===== src/rtl/pwm_pkg.sv =====
// Shared mode encodings for the multi-channel dead-time PWM.
// Latency: n/a (types only).
// Backpressure: n/a (types only).
package pwm_pkg;

   typedef enum logic [1:0] {
      COUNT_UP     = 2'd0,
      COUNT_DOWN   = 2'd1,
      COUNT_UPDOWN = 2'd2
   } _count_mode;

   typedef enum logic [1:0] {
      MASK_ZERO   = 2'd0,
      MASK_PERIOD = 2'd1,
      MASK_BOTH   = 2'd2
   } _mask_mode;

endpackage


===== src/rtl/deadtime_gen.sv =====
// Dead-time insertion for one half-bridge: blanks both gates for deadtime cycles after every raw edge.
// Latency: gates follow raw one cycle later, plus deadtime blanking cycles after a change or enable rise.
// Backpressure: none; a raw change while blanking restarts the window, so short pulses are swallowed.
module deadtime_gen #(
   parameter int DT_WIDTH = 8
) (
   input  logic                clk,
   input  logic                reset,
   input  logic                enable,
   input  logic                raw,
   input  logic [DT_WIDTH-1:0] deadtime,
   output logic                pwm_h,
   output logic                pwm_l
);

   localparam logic [DT_WIDTH-1:0] DT_ONE = DT_WIDTH'(1);

   logic [DT_WIDTH-1:0] cnt_q, cnt_d;
   logic                raw_prev_q, raw_prev_d;
   logic                en_prev_q, en_prev_d;
   logic                pwm_h_q, pwm_h_d;
   logic                pwm_l_q, pwm_l_d;

   // Blanking counter and gate levels; gates only drive once the counter has drained.
   always_comb begin
      raw_prev_d = raw;
      en_prev_d  = enable;
      cnt_d      = cnt_q;
      pwm_h_d    = 1'b0;
      pwm_l_d    = 1'b0;
      if (!enable) begin
         cnt_d = '0;
      end else begin
         // Enable rising is treated like a raw edge so the first drive also sees a dead band.
         if ((raw != raw_prev_q) || !en_prev_q) begin
            cnt_d = deadtime;
         end else if (cnt_q != '0) begin
            cnt_d = cnt_q - DT_ONE;
         end
         if (cnt_d == '0) begin
            pwm_h_d = raw;
            pwm_l_d = !raw;
         end
      end
   end

   // State registers with synchronous reset to the safe (both gates off) state.
   always_ff @(posedge clk) begin
      if (reset) begin
         cnt_q      <= '0;
         raw_prev_q <= 1'b0;
         en_prev_q  <= 1'b0;
         pwm_h_q    <= 1'b0;
         pwm_l_q    <= 1'b0;
      end else begin
         cnt_q      <= cnt_d;
         raw_prev_q <= raw_prev_d;
         en_prev_q  <= en_prev_d;
         pwm_h_q    <= pwm_h_d;
         pwm_l_q    <= pwm_l_d;
      end
   end

   assign pwm_h = pwm_h_q;
   assign pwm_l = pwm_l_q;

endmodule


===== src/rtl/pwm_multi_dt.sv =====
// Multi-channel PWM: one shared up/down/up-down carrier, N_CH compare channels, per-channel dead time.
// Latency: compare result registered one cycle after carrier; gates one further cycle plus dead time.
// Backpressure: none; free-running, shadowed settings reload only at mask_event while enabled.
module pwm_multi_dt
   import pwm_pkg::*;
#(
   parameter int WIDTH    = 16,
   parameter int N_CH     = 3,
   parameter int DT_WIDTH = 8
) (
   input  logic                  clk,
   input  logic                  reset,
   input  logic                  enable,
   input  logic [WIDTH-1:0]      period,
   input  logic [WIDTH-1:0]      init_carr,
   input  logic [N_CH*WIDTH-1:0] compare,
   input  logic [DT_WIDTH-1:0]   deadtime,
   input  _count_mode            count_mode,
   input  _mask_mode             mask_mode,
   output logic [N_CH-1:0]       pwm_h,
   output logic [N_CH-1:0]       pwm_l,
   output logic [WIDTH-1:0]      carrier,
   output logic                  mask_event
);

   localparam logic [WIDTH-1:0] CARR_ONE = WIDTH'(1);

   logic [WIDTH-1:0]      period_q, period_d;
   logic [WIDTH-1:0]      init_carr_q, init_carr_d;
   logic [N_CH*WIDTH-1:0] compare_q, compare_d;
   logic [DT_WIDTH-1:0]   deadtime_q, deadtime_d;
   _count_mode            count_mode_q, count_mode_d;
   _mask_mode             mask_mode_q, mask_mode_d;
   logic [WIDTH-1:0]      carrier_q, carrier_d;
   logic                  dir_down_q, dir_down_d;
   logic [N_CH-1:0]       raw_q, raw_d;

   // Shadow-load strobe: carrier at zero and/or at period; a zero period loads every enabled cycle.
   always_comb begin
      mask_event = 1'b0;
      if (!reset && enable) begin
         mask_event = (period_q == '0)
                   || ((carrier_q == '0) && (mask_mode_q != MASK_PERIOD))
                   || ((carrier_q == period_q) && (mask_mode_q != MASK_ZERO));
      end
   end

   // Active settings track the inputs while stopped, and only at the mask point while running.
   always_comb begin
      period_d     = period_q;
      init_carr_d  = init_carr_q;
      compare_d    = compare_q;
      deadtime_d   = deadtime_q;
      count_mode_d = count_mode_q;
      mask_mode_d  = mask_mode_q;
      if (!enable || mask_event) begin
         period_d     = period;
         init_carr_d  = init_carr;
         compare_d    = compare;
         deadtime_d   = deadtime;
         count_mode_d = count_mode;
         mask_mode_d  = mask_mode;
      end
   end

   // Carrier sequencing; while stopped it parks at the start value clamped to the period.
   always_comb begin
      carrier_d  = carrier_q;
      dir_down_d = dir_down_q;
      if (!enable) begin
         carrier_d  = (init_carr_q < period_q) ? init_carr_q : period_q;
         dir_down_d = (count_mode_q == COUNT_DOWN);
      end else if (period_q == '0) begin
         carrier_d  = '0;
         dir_down_d = (count_mode_q == COUNT_DOWN);
      end else begin
         case (count_mode_q)
            COUNT_DOWN: begin
               dir_down_d = 1'b1;
               carrier_d  = ((carrier_q == '0) || (carrier_q > period_q)) ? period_q
                                                                          : carrier_q - CARR_ONE;
            end
            COUNT_UPDOWN: begin
               // Each extreme is visited for exactly one cycle before turning round.
               if (!dir_down_q) begin
                  if (carrier_q >= period_q) begin
                     carrier_d  = period_q - CARR_ONE;
                     dir_down_d = 1'b1;
                  end else begin
                     carrier_d = carrier_q + CARR_ONE;
                  end
               end else begin
                  if (carrier_q == '0) begin
                     carrier_d  = CARR_ONE;
                     dir_down_d = 1'b0;
                  end else begin
                     carrier_d = carrier_q - CARR_ONE;
                  end
               end
            end
            default: begin
               dir_down_d = 1'b0;
               carrier_d  = (carrier_q >= period_q) ? '0 : carrier_q + CARR_ONE;
            end
         endcase
      end
   end

   // Raw per-channel comparison against the shared carrier.
   always_comb begin
      raw_d = '0;
      for (int i = 0; i < N_CH; i++) begin
         raw_d[i] = (carrier_q < compare_q[i*WIDTH +: WIDTH]);
      end
   end

   // All carrier-side state; reset wins over enable and shadow loading.
   always_ff @(posedge clk) begin
      if (reset) begin
         period_q     <= '0;
         init_carr_q  <= '0;
         compare_q    <= '0;
         deadtime_q   <= '0;
         count_mode_q <= COUNT_UP;
         mask_mode_q  <= MASK_ZERO;
         carrier_q    <= '0;
         dir_down_q   <= 1'b0;
         raw_q        <= '0;
      end else begin
         period_q     <= period_d;
         init_carr_q  <= init_carr_d;
         compare_q    <= compare_d;
         deadtime_q   <= deadtime_d;
         count_mode_q <= count_mode_d;
         mask_mode_q  <= mask_mode_d;
         carrier_q    <= carrier_d;
         dir_down_q   <= dir_down_d;
         raw_q        <= raw_d;
      end
   end

   assign carrier = carrier_q;

   for (genvar i = 0; i < N_CH; i++) begin : g_ch
      deadtime_gen #(
         .DT_WIDTH (DT_WIDTH)
      ) u_deadtime_gen (
         .clk      (clk),
         .reset    (reset),
         .enable   (enable),
         .raw      (raw_q[i]),
         .deadtime (deadtime_q),
         .pwm_h    (pwm_h[i]),
         .pwm_l    (pwm_l[i])
      );
   end

endmodule


===== config.mk =====
export PLATFORM = sky130hd
export DESIGN_NAME = pwm_multi_dt
export DESIGN_NICKNAME = d
export VERILOG_FILES = /design/src/rtl/pwm_pkg.sv /design/src/rtl/deadtime_gen.sv /design/src/rtl/pwm_multi_dt.sv
export SDC_FILE = /design/constraint.sdc
export NUM_CORES = 1
export LEC_CHECK = 0
export ABC_AREA = 1
export CAP_MARGIN = 0
export CORE_MARGIN = 3
export CORE_UTILIZATION = 57
export CTS_CLUSTER_SIZE = 10
export DETAILED_ROUTE_END_ITERATION = 16
export PLACE_DENSITY = 0.86
export SLEW_MARGIN = 0
export SYNTH_ARGS = -nofsm -noshare
export SYNTH_HDL_FRONTEND = slang
export SYNTH_SLANG_ARGS = --single-unit

===== constraint.sdc =====
create_clock -name clk -period 2.8 [get_ports clk]
set_clock_uncertainty 0.2 [all_clocks]
set_input_delay 0.28 -clock clk [delete_from_list [all_inputs] [get_ports clk]]
set_output_delay 0.28 -clock clk [all_outputs]
set_load 0.02 [all_outputs]

==> results_dict.tcl, run 1 <==
set metrics [dict create \
    grt_pass1_wl_um 46900 \
    cts.htree.levels 4 \
    cp.required_ns 2.32 \
    cts_buffers 17 \
    yosysWarnings 0 \
    worstPathArrival_ns 2.20 \
    drtAntennaViolNets 0 \
    fin_tns_setup_ns 0 \
    hold_path.class "input port to flop" \
    antenna_found_initial 0 \
    synth_edf_count 0 \
    globalplace.congestion 1.04 \
    track_usage_pct 32.5 \
    dieArea_um2 18200 \
    clock_path_buffers 2 \
    syn_area_per_cell_um2 6.99 \
    io_buffers 117 \
    synthTopCellsByArea "dfxtp_1, ha_1, a21oi_1" \
    yosysMostFrequentCell "nand2_1" \
    drtIter0Drc 1032 \
    wire_per_inst_um 17.4 \
    syn_area_um2 9460 \
    crit_buf_inv 2 \
    ios 118 \
    synth_fp_nets 1538 \
    dp.cells 1688 \
    die_x_um 135 \
    cp_slowest_stage_delay_ns 0.33 \
    core-area_um2 16100 \
    rsz0062_at_grt "true" \
    fin_crit_sh_pct 95.8 \
    fmax_mhz 373 \
    synth-main-ff-cell "dfxtp_1" \
    clock-sinks 146 \
    cts_tree "yes" \
    finalNetCount 1678 \
    clk_latency_ns 0.43 \
    worst_setup_path_start_kind "flop" \
    power.leakage_nw 5.19 \
    final_max_slew_viol_count 0 \
    grt_max_degree 49 \
    synth_top_area_share_pct 30.9 \
    setup_violations 0 \
    timing.critical_path.fanout_max 3 \
    ys_ff_latch 146 \
    placed_area_um2 11100 \
    synthDistinctLibCells 43 \
    final_area_um2 11700 \
    finalHoldViolCount 0 \
    worstPathCellList "inv_1 > ha_1 > nand3_1 > nor3_1 > nand3_1 > or2_2 > a31oi_2 > buf_4" \
    wl_um 29900 \
    slew_headroom_pct 48.2 \
    dp_slack_ns 0.0973 \
    vias_per_cell 5.82 \
    yosysSeqAreaShare_pct 30.9 \
    ir_worst_vdd_v 0.000572 \
    die_h_um 135 \
    cap_violations 0 \
    synth_largest_area_cell "dfxtp_1" \
    drtPass1Iterations 6 \
    fin_cells 1723 \
    core.rowCount 46 \
    report.power.total_mw 7.59 \
    end_kind "primary output" \
    crit_path_top_delay_cell "dfxtp_1" \
    grt_overflow 0 \
    vias 10000 \
    nFillCells 1271 \
    worst_slack_ns 0.117 \
    drive_gt1_share_pct 8.29 \
    netlist_instances 1354 \
    run_status "complete, no violations" \
    ys_async_sr_fraction_pct 0 \
    path_clk_slew_ns 0.06 \
    worst_pin_slew_ns 0.777 \
    areaGrowthSynthToFinish_pct 23.4 \
    critPathMostFrequentCell "nand3_1" \
    p_per_area_nw_per_um2 650 \
    grt_pass1_vias 9488 \
    crit_family "simple AND/OR/NAND/NOR gates" \
    dp_hpwl_um 22000 \
    drc 0 \
    root_buffer "clkbuf_16" \
    diodes 0 \
    start_util_pct 58.9 \
    synth.top_cells.by_count "nand2_1, a21oi_1, inv_1" \
    min_period_ns 2.68 \
    critical_path_class "flop to primary output" \
    ctsHoldBuffers 0 \
]
## layout by cell type (no fill, tap or decap), types with 2 or more instances in the layout
cell             netlist  layout
nor2_1               145     145
a21oi_1              170     169
o21ai_0              109     109
xnor2_1               13      13
inv_1                158     156
inv_6                  0       6
o211ai_1               4       4
inv_8                  0       2
a22oi_1                8       8
clkinv_1               3       3
dfxtp_1              146     146
o21ai_1               35      35
clkbuf_16              0      17
nor3_1                15      15
nand4_1               19      19
nor4_1                 5       5
nand2_1              184     183
xor2_1                39      39
nor2_2                 3       3
buf_6                 16       2
clkdlybuf4s50_1        0     116
o21a_1                 4       4
nand3_1              110     109
nand2_2                2       3
buf_12                 0       5
a211oi_1               5       5
ha_1                  89      89
or2_2                  2       2
buf_4                  9      66
clkinvlp_4             0       5
## metal layers
layer  wire length, um  GRT usage (%)  vias up  share of wire [%]
li1                  -              -     4798                  -
met1             11800           41.1     4553                 40
met2             13900           53.4      555                 47
met3              2850           6.89      121                9.5
met4              1250           14.8        0                4.2
met5                 0              0        -                  0
## report_power, final
group | internal, mW | switching (mW)
Combinational | 1.17 | 1.86
Sequential | 2.27 | 0.132
Clock | 1.18 | 0.984
## through the flow
step                      hold slack [ns]  util, %
after floorplan                     0.158        -
after global placement              0.242     68.9
after detailed placement            0.241     68.9
after CTS                           0.217     72.4
after global routing                0.214     72.7
final                               0.228     72.7
## worst register-to-register path: stages (launching register included)
cell      delay, ns
dfxtp_1        0.39
inv_1          0.13
ha_1           0.29
nand2_1        0.04
inv_1          0.06
nand3_1        0.06
nor2_1         0.19
o211ai_1       0.18
buf_4          0.17
o211ai_2       0.06
nand2_2        0.09
nand2_4        0.07
inv_4          0.09
buf_4          0.21
o21ai_0        0.22
a21oi_1        0.07
## state kept, by name, indices dropped and copies added (netlist names)
signal and count:
g_ch.u_deadtime_gen.raw_prev_q 3, dir_down_q 1, carrier 16, g_ch.u_deadtime_gen.pwm_h 3
g_ch.u_deadtime_gen.pwm_l 3, compare_q 48, init_carr_q 16, g_ch.u_deadtime_gen.en_prev_q 1
mask_mode_q 2, raw_q 3, count_mode_q 2, deadtime_q 8
g_ch.u_deadtime_gen.cnt_q 24, period_q 16
## cell families (layout without fill, tap and decap cells)
| logic type | after synthesis | after routing | synth area share [%] |
|---|---|---|---|
| adder cells (fa/ha/maj) | 89 | 89 | 11.8 |
| AND/OR/NAND/NOR | 494 | 494 | 22.8 |
| buffers and inverters | 231 | 384 | 10.9 |
| AO/OA/AOI/OAI | 342 | 342 | 18.9 |
| XOR/XNOR | 52 | 52 | 4.81 |
| flip-flops | 146 | 146 | 30.9 |
## timing repair
item / 4_1_cts / 5_1_grt
setup endpoints to repair: 1 / 13
resized for setup: 5 / 9
cloned: 0 / 1
buffers inserted: 0 / 2
pin swaps: 0 / 2
## final timing paths
| path | start | endpoint | slack (ns) | cells past startpoint |
|---|---|---|---|---|
| max reg2reg | period_q[2] | compare_q[40] | 0.15 | 15 |
| max | carrier[1] | mask_event | 0.12 | 8 |
| min reg2reg | compare_q[13] | compare_q[13] | 0.26 | 2 |
| min | init_carr[5] | init_carr_q[5] | 0.23 | 3 |
## cell type report
class | count | area, um2 | area share (%)
clock buffers | 18 | 439 | 3.76
clock inverters | 14 | 119 | 1.02
inverters | 162 | 614 | 5.26
multi-input cells | 977 | 5530 | 47.4
flip-flops and latches | 146 | 2920 | 25.0
well taps | 216 | 270 | 2.31
repair buffers | 189 | 1780 | 15.2
repair inverters | 1 | 5.00 | 0.0428
No activity file was read; power rests on OpenSTA's default activity.
==> inputs of run 2 (changes only) <==
GPL_TIMING_DRIVEN = 0   (was not set)
==> results_dict.tcl, run 2 (synthesis gave the netlist of run 1 again) <==
set metrics [dict create \
    fin_crit_sh_pct 99.6 \
    setup_violations 0 \
    grt_overflow 0 \
    clock-sinks 146 \
    worst_slack_ns 0.0106 \
    vias 10100 \
    clk_latency_ns 0.44 \
    cts.htree.levels 4 \
    grt_max_degree 17 \
    drtPass1Iterations 5 \
    vias_per_cell 5.83 \
    drtAntennaViolNets 0 \
    cp.required_ns 2.95 \
    rr_endpoint "carrier[8]" \
    wl_um 32700 \
    wire_per_inst_um 18.8 \
    start_util_pct 58.9 \
    slew_headroom_pct 44.9 \
    reg_top3 "compare_q x48, g_ch.u_deadtime_gen.cnt_q x24" \
    grt-busiest-layer "met2" \
    run_status "complete, no violations" \
    reg2reg_slack_ns 0.01 \
    gr-usage-met2_pct 52.4 \
    root_buffer "clkbuf_16" \
    largest_register "compare_q" \
    rr_startpoint "carrier[9]" \
    cap_violations 0 \
    fmax_mhz 359 \
    ir_worst_vdd_v 0.000490 \
    antenna_found_initial 0 \
    die_x_um 135 \
    hold_slack_ns 0.232 \
    mostFrequentLayoutCell "nand2_1" \
    final_max_slew_viol_count 0 \
    diodes 0 \
    cts_buffers 17 \
    cp_slowest_stage_delay_ns 0.53 \
    areaGrowthSynthToFinish_pct 25.8 \
    grt_pass1_wl_um 49000 \
    cts_tree "yes" \
    min_period_ns 2.79 \
    clock_path_buffers 2 \
    grt_util_met1_pct 47.8 \
    drc 0 \
    critical_path_class "flop to flop" \
    largest_reg_flops 48 \
    io_buffers 117 \
    end_kind "flop" \
    nFillCells 1258 \
    reg2reg_depth 14 \
    final_area_um2 11900 \
    critPathCapture "carrier[8]" \
    most-common-layout-cells "nand2_1, a21oi_1, inv_1" \
    worstPathArrival_ns 2.94 \
    dp_hpwl_um 23900 \
    grt_pass1_vias 9224 \
    met3_usage_pct 8.98 \
    crit_path_top_delay_cell "dfxtp_2" \
    finalHoldViolCount 0 \
    core-area_um2 16100 \
    placed_area_um2 10900 \
    die_h_um 135 \
    worst_pin_slew_ns 0.827 \
    dp_slack_ns -0.600 \
    timing.critical_path.fanout_max 10 \
    critPathMostFrequentCell "nand2_1" \
    final_util_pct 74.1 \
    track_usage_pct 34.8 \
    globalplace.congestion 1.00 \
    path_clk_slew_ns 0.06 \
    worstPathCellList "ha_1 > nand2_1 > nand2_1 > nand2_1 > nand2_1 > a21oi_4 > nand3_2 > buf_4 > or2_2 > nand3_1 > nand2_1 > nand3_1 > nand2_1 > a21oi_1" \
    ios 118 \
    core.rowCount 46 \
    hold_path.class "input port to flop" \
    drtIter0Drc 1075 \
    drive_gt1_share_pct 10.4 \
    finalNetCount 1690 \
    p_per_area_nw_per_um2 683 \
    power.leakage_nw 5.23 \
    crit_path_start "carrier[9]" \
    worst_setup_path_start_kind "flop" \
    dieArea_um2 18200 \
]
run 2: cell count changes in the layout (fill, tap and decap cells not counted), moves of 15 or more:
cell,change
buf_4,-38
clkbuf_1,+29
o21ai_0,-15
dfxtp_1,-18
buf_6,+15
run 2: critical path: cells and delay by family, from the launching register on:
kind / cells / cell delay, ns
AND/OR/NAND/NOR: 10 / 1.07
flip-flops: 1 / 0.53
AO/OA/AOI/OAI: 2 / 0.38
buffers and inverters: 1 / 0.20
adder cells (fa/ha/maj): 1 / 0.33
run 2: stage by stage:
stage	TNS (ns)	instances	power, mW
3_5_place_dp	-33.72	1687	5.25
2_1_floorplan	0	1354	4.34
6_report	0	1735	8.13
3_3_place_gp	-31.05	1687	5.19
4_1_cts	-0.0865	1721	7.84
5_1_grt	-0.247	1735	8.50
run 2: worst min path at each step:
stage | startpoint | to | slack, ns | cells after the start
6_report | init_carr[6] | init_carr_q[6] | 0.23 | 3
5_1_grt | init_carr[4] | init_carr_q[4] | 0.25 | 3
4_1_cts | init_carr[8] | init_carr_q[8] | 0.23 | 3
3_5_place_dp | raw_q[2] | g_ch[2].u_deadtime_gen.pwm_l | 0.24 | 1
3_3_place_gp | raw_q[2] | g_ch[2].u_deadtime_gen.pwm_l | 0.24 | 1
2_1_floorplan | reset | dir_down_q | 0.16 | 1
run 2: timing repair:
item,in CTS,in global routing
resized for setup,31,84
pin swaps,1,11
endpoints found under the setup margin,110,107
buffers inserted,2,14
endpoints found under the hold margin,0,0
hold buffers,0,0
run 2: area by class of cell:
cell class | instances | area (um2) | share of cell area [%]
tap | 216 | 270 | 2.27
timing repair buffer | 133 | 1300 | 10.9
sequential | 146 | 2960 | 24.9
buffer | 69 | 462 | 3.88
clock buffer | 18 | 429 | 3.61
clock inverter | 14 | 225 | 1.89
multi-input combinational | 977 | 5640 | 47.4
inverter | 162 | 612 | 5.14
run 2: per-layer routing:
metal	wire (um)	up-vias	part of all wire [%]
met2	14200	550	43
met4	1370	0	4.2
met5	0	-	0
met3	3620	94	11
li1	-	4828	-
met1	13500	4636	41
run 2: where the power goes:
| group | internal (mW) | switching [mW] |
|---|---|---|
| Combinational | 1.19 | 1.86 |
| Clock | 1.59 | 0.952 |
| Sequential | 2.28 | 0.261 |
